**src/rtl/checksum_pkg.sv**
```systemverilog
// Shared definitions for the ones'-complement checksum datapath.
package checksum_pkg;

    localparam int unsigned WORD_W       = 16;
    localparam logic [15:0] ONES_ZERO_OK = 16'hFFFF;

    typedef enum logic [1:0] {
        ACCUM = 2'd0,
        FINAL = 2'd1,
        DONE  = 2'd2
    } cs_state_t;

    // One end-around-carry fold: low word plus everything above it.
    function automatic logic [31:0] fold16(input logic [31:0] x);
        return {16'h0000, x[15:0]} + {16'h0000, x[31:16]};
    endfunction

endpackage

```
**src/rtl/csum_lane_adder.sv**
```systemverilog
// Combinational masked adder over LANES 16-bit words; disabled lanes add zero.
module csum_lane_adder
    import checksum_pkg::*;
#(
    parameter int unsigned LANES = 2
) (
    input  logic [WORD_W*LANES-1:0]                data,
    input  logic [LANES-1:0]                       keep,
    output logic [WORD_W+$clog2(LANES+1)-1:0]      sum
);

    localparam int unsigned SUM_W = WORD_W + $clog2(LANES + 1);

    // Sum of the kept lanes, wide enough that no carry is lost.
    always_comb begin
        sum = '0;
        for (int unsigned i = 0; i < LANES; i++) begin
            if (keep[i]) begin
                sum = sum + SUM_W'(data[i*WORD_W +: WORD_W]);
            end
        end
    end

endmodule

```
**src/rtl/checksum_accum.sv**
```systemverilog
// Streaming 16-bit ones'-complement checksum engine with valid/ready in and out.
module checksum_accum
    import checksum_pkg::*;
#(
    parameter int unsigned LANES = 2
) (
    input  logic                    clk,
    input  logic                    rst_n,
    input  logic [15:0]             init_sum,
    input  logic                    in_valid,
    output logic                    in_ready,
    input  logic [16*LANES-1:0]     in_data,
    input  logic [LANES-1:0]        in_keep,
    input  logic                    in_last,
    output logic                    out_valid,
    input  logic                    out_ready,
    output logic [15:0]             out_sum,
    output logic                    out_ok
);

    localparam int unsigned SUM_W = WORD_W + $clog2(LANES + 1);

    cs_state_t          state;
    cs_state_t          state_nxt;
    logic               first;
    logic [15:0]        acc;
    logic [15:0]        base;
    logic [15:0]        acc_nxt;
    logic [31:0]        total;
    logic [SUM_W-1:0]   lane_sum;
    logic               accept;
    logic               handoff;

    csum_lane_adder #(
        .LANES (LANES)
    ) u_lane_adder (
        .data (in_data),
        .keep (in_keep),
        .sum  (lane_sum)
    );

    // Next accumulator: seed or running sum plus this beat, folded twice so
    // every carry, including the one produced by the first fold, wraps back.
    always_comb begin
        base    = first ? init_sum : acc;
        total   = 32'(base) + 32'(lane_sum);
        acc_nxt = 16'(fold16(fold16(total)));
    end

    // State register.
    always_ff @(posedge clk or negedge rst_n) begin
        if (!rst_n) begin
            state <= ACCUM;
        end else begin
            state <= state_nxt;
        end
    end

    // Next-state and handshake decode; ready/valid depend only on state.
    always_comb begin
        state_nxt = state;
        in_ready  = 1'b0;
        out_valid = 1'b0;
        case (state)
            ACCUM: begin
                in_ready = 1'b1;
                if (in_valid && in_last) begin
                    state_nxt = FINAL;
                end
            end
            FINAL: begin
                state_nxt = DONE;
            end
            DONE: begin
                out_valid = 1'b1;
                if (out_ready) begin
                    state_nxt = ACCUM;
                end
            end
            default: begin
                state_nxt = ACCUM;
            end
        endcase
    end

    assign accept  = in_valid & in_ready;
    assign handoff = out_valid & out_ready;

    // Accumulator, first-beat flag and registered result.
    always_ff @(posedge clk or negedge rst_n) begin
        if (!rst_n) begin
            acc     <= '0;
            first   <= 1'b1;
            out_sum <= '0;
            out_ok  <= 1'b0;
        end else begin
            if (accept) begin
                acc <= acc_nxt;
                if (!in_last) begin
                    first <= 1'b0;
                end
            end
            if (state == FINAL) begin
                out_sum <= ~acc;
                out_ok  <= (acc == ONES_ZERO_OK);
            end
            if (handoff) begin
                acc   <= '0;
                first <= 1'b1;
            end
        end
    end

endmodule

```
**config.mk**
```make
export PLATFORM = sky130hd
export DESIGN_NAME = checksum_accum
export DESIGN_NICKNAME = d
export VERILOG_FILES = /design/src/rtl/checksum_pkg.sv /design/src/rtl/csum_lane_adder.sv /design/src/rtl/checksum_accum.sv
export SDC_FILE = /design/constraint.sdc
export NUM_CORES = 1
export LEC_CHECK = 0
export ABC_AREA = 1
export ABC_CLOCK_PERIOD_IN_PS = 5200
export BUFFER_PORTS_ARGS = -buffer_cell sky130_fd_sc_hd__buf_2
export CAP_MARGIN = 30
export CORE_ASPECT_RATIO = 0.75
export CORE_MARGIN = 2
export CORE_UTILIZATION = 53
export DETAILED_ROUTE_END_ITERATION = 16
export MAX_ROUTING_LAYER = met4
export PLACE_DENSITY_LB_ADDON = 0.3
export REMOVE_ABC_BUFFERS = 1
export SETUP_SLACK_MARGIN = 0.5
export SLEW_MARGIN = 20
export SYNTH_ARGS = -nofsm -noshare
export SYNTH_HDL_FRONTEND = slang
export SYNTH_SLANG_ARGS = --single-unit
```
**constraint.sdc**
```tcl
create_clock -name clk -period 5.2 [get_ports clk]
set_clock_uncertainty 0.1 [all_clocks]
set_input_delay 0.78 -clock clk [delete_from_list [all_inputs] [get_ports clk]]
set_output_delay 0.78 -clock clk [all_outputs]
set_load 0.05 [all_outputs]
```
==> impl_metrics.toml, run 1 <==
[logic_synthesis]
yosysTopAreaCellShare_pct = 20.2
synth_enable_flop_cells = 0
yosysTopAreaCell = "nand2_1"
synth.avg_cell_area_sq_um = 5.97
synth-seq-cells = 36
synth-main-ff-cell = "dfrtp_1"
ys_seq_area_share_pct = 20.7
syn_inst = 729
ys_top_cells_by_area = "nand2_1 (20%), dfrtp_1 (20%), inv_1 (9.6%)"
async_flop_share_pct = 100
yosysUniqueCellTypes = 40
synth_area_sq_mm = 0.00435
yosysWarningCount = 0

[run_status]
lastStage = "global routing"
outcome = "stopped before the end"
error = "[ERROR GRT-0232] Routing congestion too high. Check the congestion heatmap in the GUI."

[clocking]
clock_tree.root_cell = "clkbuf_8"
cts_num_sinks = 36
htree_levels = 2
cts_buffers = 5
ctsHoldBuffers = 0
clk_path_buf_depth = 2

[timing]
worst_endpoint = "acc[12]$_DFFE_PN0P_/D"
endpoint_type = "register data pin"

[global_routing]
grtUsageTotal_pct = 82.3
grt_overflow = 185
grt_max_degree = 37

[die]
fp.dieW_um = 109
die_h_um = 82.5
start_util_pct = 55.0
ios = 74
rows = 28

[place]
place_hpwl_um = 11300
io_buffers = 73
place_congestion = 0.960
[through the flow]
| step | instances | worst slack, ns | setup TNS, ns | area, sq um | hold WS [ns] |
|---|---|---|---|---|---|
| after floorplan | 716 | -1.04 | -10.34 | 4290 | 0.340 |
| after global placement | 1038 | -1.40 | -17.21 | 5880 | 0.348 |
| after detailed placement | 1038 | -1.96 | -24.14 | 5880 | 0.358 |
| after CTS | 1109 | -1.21 | -14.48 | 6920 | 0.369 |
[per-layer routing]
layer	track usage (%)	GRT overflow
met5	-	-
met2	101	102
met1	75.4	5
met3	60.8	5
met4	96.4	73
[what timing repair did]
item	4_1_cts
hold endpoints to repair	0
resized for setup	133
buffers inserted	63
setup endpoints to repair	16
pin swaps	45
[synth_stat cells (2+ instances only)]
cell      instances
nand2_1         234
inv_1           111
o21ai_0          68
nand3_1          55
nor2_1           47
dfrtp_1          35
ha_1             31
a21oi_1          24
nand2_2          15
inv_2            12
clkbuf_1         10
nand4_1          10
nor2_2            8
xor2_1            7
a31oi_1           6
o22ai_1           6
nor2_4            5
nand3_2           4
nor3_1            4
nor4_1            4
a21o_1            3
fa_1              3
xnor2_1           3
and2_1            2
buf_2             2
clkinv_1          2
nand3b_1          2
o21ai_1           2
o21bai_1          2
or2_2             2
[cell families after synthesis]
group / share of synthesized area (%)
AOI/OAI and AO/OA: 14.4
xor gates and xnor gates: 2.01
adders and majority gates: 10.3
buffers and inverters: 12.1
DFF: 20.7
and+or+nand+nor: 40.4
==> run 2, diff against run 1 <==
--- a/config.mk
+++ b/config.mk
@@ -6,17 +6,14 @@
 export NUM_CORES = 1
 export LEC_CHECK = 0
 export ABC_AREA = 1
-export ABC_CLOCK_PERIOD_IN_PS = 5200
+export ABC_CLOCK_PERIOD_IN_PS = 6800
 export BUFFER_PORTS_ARGS = -buffer_cell sky130_fd_sc_hd__buf_2
 export CAP_MARGIN = 30
-export CORE_ASPECT_RATIO = 0.75
 export CORE_MARGIN = 2
-export CORE_UTILIZATION = 53
+export CORE_UTILIZATION = 40
 export DETAILED_ROUTE_END_ITERATION = 16
-export MAX_ROUTING_LAYER = met4
-export PLACE_DENSITY_LB_ADDON = 0.3
+export PLACE_DENSITY_LB_ADDON = 0.15
 export REMOVE_ABC_BUFFERS = 1
-export SETUP_SLACK_MARGIN = 0.5
 export SLEW_MARGIN = 20
 export SYNTH_ARGS = -nofsm -noshare
 export SYNTH_HDL_FRONTEND = slang
==> constraint.sdc (replaced) <==
create_clock -name clk -period 6.8 [get_ports clk]
set_clock_uncertainty 0.1 [all_clocks]
set_input_delay 1.02 -clock clk [delete_from_list [all_inputs] [get_ports clk]]
set_output_delay 1.02 -clock clk [all_outputs]
set_load 0.05 [all_outputs]
==> impl_metrics.toml, run 2 <==
[clocking]
clock_tree.root_cell = "clkbuf_8"
htree_levels = 2
cts_num_sinks = 36
ctsHoldBuffers = 0
cts_buffers = 5
cts.clk_slew.worst_paths_ns = 0.07
cts_tree = "yes"
clk_path_buf_depth = 2
clock_latency_ns = 0.29

[detailed_routing]
drtPass1Iterations = 4
drcViolationCount = 0
drt-total-wl_um = 12800
wl_per_cell_um = 12.4
detail-route-antenna-nets = 0
drtIter0Drc = 249
vias = 5023
vias_per_cell = 4.86

[hold_path]
hold_class = "register to register"
worstHoldStart = "acc[7]"

[power]
switchingPower_mw = 1.23
p_per_area_mw_per_mm2 = 361
power_leakage_nw = 3.34
p_total_mw = 2.22
clkPwrFrac_pct = 7.3
pwr-share-comb_pct = 75.8
p_int_mw = 0.997
vdd_drop_max_v = 0.000220
seq_power_share_pct = 16.9
p_sw_share_pct = 55.1

[logic_synthesis]
synth-main-ff-cell = "dfrtp_1"
ys_top_cells_by_area = "nand2_1 (20%), dfrtp_1 (20%), inv_1 (9.6%)"
yosysWarningCount = 0
synth-seq-cells = 36
syn_inst = 729
yosysMostFrequentCell = "nand2_1"
yosys-top-cells-count = "nand2_1 (234), inv_1 (111), o21ai_0 (68)"
async_flop_share_pct = 100
ys_seq_area_share_pct = 20.7
yosysTopAreaCell = "nand2_1"
synth_area_sq_mm = 0.00435
yosysUniqueCellTypes = 40
yosysTopAreaCellShare_pct = 20.2
synth_enable_flop_cells = 0
synth.avg_cell_area_sq_um = 5.97

[global_routing]
grt_max_degree = 37
grt_overflow = 0
grt_pass1_wl_um = 19900
grtUsageTotal_pct = 20.9
grt_pass1_vias = 4675
antenna_found_initial = 0

[place]
place_hpwl_um = 10100
place_congestion = 0.931
io_buffers = 73

[setup_path]
crit_family = "simple AND/OR/NAND/NOR gates"
crit_path_start = "in_keep[0]"
slowest_stage = "fa_2"
cp.required_ns = 6.88
critPathLaunchType = "input pin"
timing.rr.start = "first"
critical-path-max-stage-delay_ns = 0.38
crit_path_end_kind = "register"
path_max_fanout = 7
cpMostUsedCell = "nor2_4"
cp.arrival_ns = 6.64
crit_type = "input pin to register"
cp_num_buf_inv = 4

[timing]
fin_crit_ns = 6.57
maxSlewViolCount = 0
rsz0062_at_grt = "true"
max-slew-margin-rel_pct = 49.5
holdWs_ns = 0.360
tightest_slew_ns = 0.757
setup_viol = 0
fmax_ghz = 0.152
final.period_utilization_pct = 96.6
hold_viol_final = 0

[layout]
num_antenna_cells = 0
top_regs = "acc x16, out_sum x16, state x2"
layout_commonest_cell = "nand2_1"
drive_gt1_share_pct = 34.5
fillers = 1058
area_delta_synth_final_pct = 41.6
final_cell_mix = "nand2_1 (212), inv_1 (102), buf_4 (94), buf_2 (71), o21ai_0 (57)"
nets = 981

[die]
ios = 74
die_h_um = 108
core_area_sq_mm = 0.0107
dieArea_sq_mm = 0.0117
start_util_pct = 40.5
fp.dieW_um = 108
rows = 38

[run_status]
outcome = "complete, no violations"

[run]
maxCapViolCount = 0
run 2: final cells by class:
type / count / area (sq um) / area share [%]
flip-flops and latches: 36 / 902 / 14.6
multi-input cells: 555 / 3380 / 54.9
repair buffers: 169 / 1130 / 18.3
inverters: 125 / 474 / 7.69
well taps: 140 / 175 / 2.84
clock buffers: 8 / 100 / 1.62
run 2: timing repair:
| item | CTS | global route |
|---|---|---|
| gates cloned | 0 | 1 |
| buffers inserted | 5 | 12 |
| pin swaps | 26 | 62 |
| endpoints found under the setup margin | 8 | 12 |
| gates resized for setup | 31 | 92 |
run 2: final timing paths:
check / to / slack [ns] / cells past startpoint
max in group asynchronous: acc[13] / 5.42 / 1
min in group asynchronous: out_sum[3] / 0.70 / 1
max reg2reg: acc[12] / 1.02 / 39
max: acc[12] / 0.23 / 45
min: out_sum[7] / 0.36 / 1
min reg2reg: out_sum[7] / 0.36 / 1
run 2: routing by layer:
metal / track usage [%] / share of wire, % / vias to the layer above
li1: - / - / 2665
met1: 24.7 / 42 / 2225
met2: 39.6 / 52 / 113
met3: 0.964 / 3.7 / 20
met4: 7.69 / 2.2 / 0
met5: 0 / 0 / -
run 2: worst reg2reg max path: cells and delay by family (launching register included):
family,cells,cell delay [ns]
xor gates and xnor gates,1,0.27
AOI/OAI and AO/OA,3,0.32
and+or+nand+nor,25,2.46
adders and majority gates,6,1.52
DFF,1,0.74
buffers and inverters,4,0.26
run 2: logic make-up (layout without fill, tap and decap cells):
kind of cell | count (synthesis) | after routing | share of synthesized area, %
AND/OR/NAND/NOR | 395 | 395 | 40.4
buffers and inverters | 138 | 302 | 12.1
AO/OA/AOI/OAI | 116 | 116 | 14.4
flip-flops | 36 | 36 | 20.7
adder cells (fa/ha/maj) | 34 | 34 | 10.3
XOR/XNOR | 10 | 10 | 2.01
run 2: metrics by stage:
step / setup WS (ns) / utilization [%] / TNS (ns) / instance area, sq um / cells
floorplan: 0.318 / - / 0 / 4290 / 716
global placement: -0.275 / 50.4 / -1.55 / 5420 / 1007
detailed placement: -0.554 / 50.4 / -3.90 / 5420 / 1007
CTS: 0.0118 / 52.9 / 0 / 5680 / 1020
global route: -0.106 / 57.4 / -0.565 / 6160 / 1033
finish: 0.232 / 57.4 / 0 / 6160 / 1033
run 2: power groups by stage:
stage | registers [mW] | logic [mW] | clock network (mW)
after CTS | 0.377 | 1.56 | 0.165
after global routing | 0.387 | 1.88 | 0.174
after floorplan | 0.537 | 0.898 | 0
final | 0.375 | 1.68 | 0.163
after global placement | 0.380 | 1.49 | 0
after detailed placement | 0.380 | 1.52 | 0
Power figures use the tool's default switching activity.
==> run 3, diff against run 2 <==
--- a/config.mk
+++ b/config.mk
@@ -5,12 +5,13 @@
 export SDC_FILE = /design/constraint.sdc
 export NUM_CORES = 1
 export LEC_CHECK = 0
-export ABC_AREA = 1
 export ABC_CLOCK_PERIOD_IN_PS = 6800
 export BUFFER_PORTS_ARGS = -buffer_cell sky130_fd_sc_hd__buf_2
 export CAP_MARGIN = 30
+export CELL_PAD_IN_SITES_DETAIL_PLACEMENT = 0
+export CELL_PAD_IN_SITES_GLOBAL_PLACEMENT = 2
 export CORE_MARGIN = 2
-export CORE_UTILIZATION = 40
+export CORE_UTILIZATION = 34
 export DETAILED_ROUTE_END_ITERATION = 16
 export PLACE_DENSITY_LB_ADDON = 0.15
 export REMOVE_ABC_BUFFERS = 1
==> impl_metrics.toml, run 3 <==
[run]
maxCapViolCount = 0

[global_routing]
antenna_found_initial = 0
grt_pass1_wl_um = 19000
grtUsageTotal_pct = 17.7
grt_pass1_vias = 4033
grt_overflow = 0
grt_max_degree = 37

[detailed_routing]
vias = 4279
vias_per_cell = 4.88
detail-route-antenna-nets = 0
drt-total-wl_um = 11900
drtPass1Iterations = 4
drcViolationCount = 0
wl_per_cell_um = 13.6
drtIter0Drc = 148

[hold_path]
hold_class = "register to register"
holdPathStages = 2

[logic_synthesis]
yosysTopAreaCellShare_pct = 20.5
yosysTopAreaCell = "dfrtp_1"
yosysWarningCount = 0
ys_seq_area_share_pct = 21.1
synth_area_sq_mm = 0.00427
async_flop_share_pct = 100
ys_top_cells_by_area = "dfrtp_1 (21%), ha_1 (9.1%), mux2_2 (6.1%)"
yosysMostFrequentCell = "nand2_1"
synth-seq-cells = 36
synth-main-ff-cell = "dfrtp_1"
yosys-top-cells-count = "nand2_1 (65), o21ai_0 (41), dfrtp_1 (35)"
yosysUniqueCellTypes = 80
synth.avg_cell_area_sq_um = 8.33
syn_inst = 512
synth_enable_flop_cells = 0

[power]
switchingPower_mw = 1.25
clkPwrFrac_pct = 8.2
p_per_area_mw_per_mm2 = 423
power_leakage_nw = 2.87
pwr-share-comb_pct = 76.9
vdd_drop_max_v = 0.000124
p_int_mw = 1.38
seq_power_share_pct = 15.0
p_sw_share_pct = 47.5

[timing]
tightest_slew_ns = 0.784
maxSlewViolCount = 0
max-slew-margin-rel_pct = 47.7
hold_viol_final = 0
setup_viol = 15
fin_crit_ns = 7.53
final.period_utilization_pct = 111
setup-tns-final_ns = -7.07
holdWs_ns = 0.371
rsz0062_at_grt = "true"
fmax_ghz = 0.133
setup_slack_ns = -0.735

[setup_path]
crit_type = "input pin to register"
path_max_fanout = 5
cp_num_buf_inv = 3
cp_num_cells = 34
crit_family = "adder cells"
cp.required_ns = 6.86
slowest_stage = "or3_1"
cp.arrival_ns = 7.60
critical-path-max-stage-delay_ns = 0.37
crit_path_end_kind = "register"
ff2ff_path_depth = 24
cpMostUsedCell = "maj3_2"
critPathLaunchType = "input pin"

[layout]
final_cell_mix = "buf_4 (131), buf_2 (71), nand2_1 (61), dfrtp_1 (35), o21ai_0 (29)"
layout_commonest_cell = "buf_4"
area_delta_synth_final_pct = 45.8
fillers = 1225
nets = 796
drive_gt1_share_pct = 45.5
num_antenna_cells = 0
top_regs = "acc x16, out_sum x16, state x2"
post-route-util_pct = 51.4
fin_cells = 876

[die]
start_util_pct = 35.2
rows = 40
fp.dieW_um = 116
core_area_sq_mm = 0.0121
die_h_um = 116
dieArea_sq_mm = 0.0135
ios = 74

[place]
place_ws_ns = -1.61
place_congestion = 0.878
place_hpwl_um = 10000
dp_cells = 853
io_buffers = 73

[clocking]
htree_levels = 2
cts_buffers = 5
cts_tree = "yes"
cts_num_sinks = 36
clk_path_buf_depth = 2
clock_tree.root_cell = "clkbuf_16"
cts.clk_slew.worst_paths_ns = 0.05
clock_latency_ns = 0.28
ctsHoldBuffers = 0

[run_status]
outcome = "finished with violations"
violations = "setup timing"
[run 3: cell types whose count changed in the layout (fill, tap and decap cells not counted), moves of 14 or more]
cell | previous run | this run
nand2_1 | 212 | 61
inv_1 | 102 | 19
nand3_1 | 47 | 9
buf_4 | 94 | 131
o21ai_0 | 57 | 29
nand2_2 | 31 | 5
mux2_2 | 0 | 22
inv_2 | 19 | 1
xnor2_1 | 2 | 19
and2_1 | 2 | 18
nor2_1 | 41 | 25
xor2_1 | 7 | 21
[run 3: logic make-up (layout without fill, tap and decap cells)]
family / count (synthesis) / in the layout / share of synthesized area [%]
compound gates: 137 / 137 / 23.8
buf+inv: 42 / 238 / 3.93
xor+xnor: 46 / 46 / 9.79
simple gates: 186 / 186 / 22.8
mux: 26 / 26 / 6.77
flops: 36 / 36 / 21.1
fa+ha+maj: 39 / 39 / 11.7
[run 3: worst paths after layout]
path	start	endpoint	slack, ns
hold / removal	out_sum[9]	out_sum[9]	0.37
hold reg to reg	out_sum[9]	out_sum[9]	0.37
setup / recovery	in_keep[0]	acc[13]	-0.73
max in group asynchronous	rst_n	out_sum[14]	5.37
setup reg to reg	first	acc[13]	1.20
min in group asynchronous	rst_n	out_sum[2]	0.72
[run 3: power by group through the flow]
stage	Combinational (mW)	Clock, mW	Sequential (mW)
2_1_floorplan	1.01	0	0.548
3_3_place_gp	1.85	0	0.397
3_5_place_dp	1.87	0	0.401
4_1_cts	1.96	0.220	0.398
5_1_grt	2.20	0.229	0.410
6_report	2.02	0.215	0.393
[run 3: metal layers]
layer | part of all wire [%] | up-vias | wire, um | global-route usage, %
met5 | 0 | - | 0 | 0
met4 | 1.8 | 0 | 221 | 4.84
met3 | 3.0 | 13 | 356 | 1.41
met2 | 49 | 81 | 5870 | 32.2
met1 | 46 | 1944 | 5500 | 22.5
li1 | - | 2241 | - | -
[run 3: timing repair]
action | CTS | global route
pin swaps | 37 | 36
resized for setup | 56 | 27
setup endpoints to repair | 16 | 16
setup buffers | 4 | 9
[run 3: worst min-delay path, delay by kind of cell, from the launching register on]
kind | cells | cell delay [ns]
flops | 1 | 0.33
compound gates | 1 | 0.06
simple gates | 1 | 0.04
[run 3: area by class of cell]
class,count,area (sq um),area share (%)
Timing Repair Buffer,210,1430,23.0
Tap cell,168,210,3.38
Clock buffer,8,136,2.19
Multi-Input combinational cell,434,3470,55.7
Sequential cell,36,902,14.5
Inverter,20,75.1,1.21
[run 3: per-stage QoR]
stage / area, sq um / power, mW
2_1_floorplan: 4170 / 1.56
5_1_grt: 6220 / 2.84
3_5_place_dp: 5670 / 2.27
4_1_cts: 6020 / 2.58
6_report: 6220 / 2.63
3_3_place_gp: 5670 / 2.24
==> run 4, diff against run 3 <==
--- a/config.mk
+++ b/config.mk
@@ -5,7 +5,7 @@
 export SDC_FILE = /design/constraint.sdc
 export NUM_CORES = 1
 export LEC_CHECK = 0
-export ABC_CLOCK_PERIOD_IN_PS = 6800
+export ABC_CLOCK_PERIOD_IN_PS = 7400
 export BUFFER_PORTS_ARGS = -buffer_cell sky130_fd_sc_hd__buf_2
 export CAP_MARGIN = 30
 export CELL_PAD_IN_SITES_DETAIL_PLACEMENT = 0
==> constraint.sdc (replaced) <==
create_clock -name clk -period 7.4 [get_ports clk]
set_clock_uncertainty 0.1 [all_clocks]
set_input_delay 1.11 -clock clk [delete_from_list [all_inputs] [get_ports clk]]
set_output_delay 1.11 -clock clk [all_outputs]
set_load 0.05 [all_outputs]
==> impl_metrics.toml, run 4 (synthesized netlist as in run 3, its figures left out) <==
[timing]
setup-tns-final_ns = -0.462
hold_viol_final = 0
max-slew-margin-rel_pct = 46.5
fmax_ghz = 0.132
setup_slack_ns = -0.190
tightest_slew_ns = 0.803
fin_crit_ns = 7.59
maxSlewViolCount = 0
rsz0062_at_grt = "true"
setup_viol = 4
holdWs_ns = 0.369
final.period_utilization_pct = 103

[layout]
num_antenna_cells = 0
final_cell_mix = "buf_4 (98), buf_2 (72), nand2_1 (62), dfrtp_1 (35), o21ai_0 (28)"
area_delta_synth_final_pct = 41.5
layout_commonest_cell = "buf_4"
fillers = 1235
fin_area_sq_mm = 0.00604
drive_gt1_share_pct = 42.9
top_regs = "acc x16, out_sum x16, state x2"
nets = 767

[die]
rows = 40
ios = 74
die_h_um = 116
core_area_sq_mm = 0.0121
start_util_pct = 35.2
fp.dieW_um = 116
dieArea_sq_mm = 0.0135

[setup_path]
timing.rr.start = "first"
r2r_end = "acc[15]"
cpMostUsedCell = "a21oi_2"
cp.required_ns = 7.47
critPathLaunchType = "input pin"
slowest_stage = "or4b_4"
ff2ff_setup_slack_ns = 1.70
cp.arrival_ns = 7.66
ff2ff_path_depth = 24
path_max_fanout = 3
crit_path_end_kind = "register"
critical-path-max-stage-delay_ns = 0.48
crit_type = "input pin to register"

[detailed_routing]
wl_per_cell_um = 14.0
vias_per_cell = 4.97
drt-total-wl_um = 11900
drtIter0Drc = 163
vias = 4208
drtPass1Iterations = 4
detail-route-antenna-nets = 0
drcViolationCount = 0

[hold_path]
hold_class = "register to register"
holdPathStages = 2
hold_path_end = "out_sum[11]"
worstHoldStart = "out_sum[11]"

[power]
power_leakage_nw = 2.75
p_total_mw = 2.38
vdd_drop_max_v = 0.000120
p_per_area_mw_per_mm2 = 393

[global_routing]
grt_pass1_wl_um = 19400
grtUsageTotal_pct = 18.1
grt_pass1_vias = 4078
grt_max_degree = 37
antenna_found_initial = 0
gr-usage-met1_pct = 23.0
use_met3_pct = 1.05
busiest_layer = "met2"
grtUsageMet2_pct = 33.3
grt_overflow = 0

[place]
place_congestion = 0.858
place_hpwl_um = 9860
io_buffers = 73
dpl-instance-area_sq_mm = 0.00544

[run]
maxCapViolCount = 0

[run_status]
outcome = "finished with violations"
violations = "setup timing"

[clocking]
clock_latency_ns = 0.28
clock_tree.root_cell = "clkbuf_16"
clk_path_buf_depth = 2
cts_buffers = 5
cts_tree = "yes"
htree_levels = 2
cts_num_sinks = 36
cts.clk_slew.worst_paths_ns = 0.05
ctsHoldBuffers = 0
[run 4: changes by cell type in the layout (fill, tap and decap cells not counted), sizes merged]
cell / before / now
clkinv: 0 / 1
buf: 210 / 181
clkbuf: 8 / 6
bufinv: 0 / 1
[run 4: worst max path at each step]
stage	startpoint	end	depth (start not counted)
floorplan	in_data[0]	acc[15]	33
global placement	in_keep[0]	acc[6]	36
detailed placement	in_keep[0]	acc[6]	36
CTS	in_keep[0]	acc[15]	34
global route	in_keep[0]	acc[15]	35
finish	in_keep[0]	acc[15]	34
[run 4: what timing repair did]
action	CTS	global route
pin swaps	31	36
gates resized for setup	42	42
setup endpoints to repair	15	14
setup buffers	4	11
[run 4: routing by layer]
| layer | routed length, um | part of all wire [%] |
|---|---|---|
| met1 | 5440 | 46 |
| met2 | 5940 | 50 |
| met3 | 327 | 2.8 |
| met4 | 172 | 1.4 |
| met5 | 0 | 0 |
[run 4: worst max-delay path: cells and delay by family]
family                   cells  cell delay (ns)
AO/OA/AOI/OAI               13             2.05
XOR/XNOR                     2             0.30
adder cells (fa/ha/maj)      7             1.81
buffers and inverters        2             0.29
multiplexers                 1             0.28
AND/OR/NAND/NOR              9             1.82
[run 4: layout make-up]
type / instances / area (sq um) / area share, %
inverter: 20 / 75.1 / 1.24
clock inverter: 2 / 35.0 / 0.580
timing repair buffer: 181 / 1220 / 20.3
multi-input combinational: 434 / 3460 / 57.4
sequential: 36 / 902 / 14.9
tap: 168 / 210 / 3.48
clock buffer: 6 / 129 / 2.13
[run 4: per-stage QoR]
stage | worst slack, ns | instances | util [%]
finish | -0.190 | 847 | 49.9
global route | -0.509 | 847 | 49.9
CTS | -0.233 | 835 | 47.9
detailed placement | -1.12 | 823 | 44.9
global placement | -0.965 | 823 | 44.9
floorplan | -0.901 | 490 | -
[run 4: report_power, final]
part / internal, mW / switching [mW]
combinational: 0.788 / 0.989
clock: 0.158 / 0.0763
sequential: 0.287 / 0.0762
total: 1.23 / 1.14
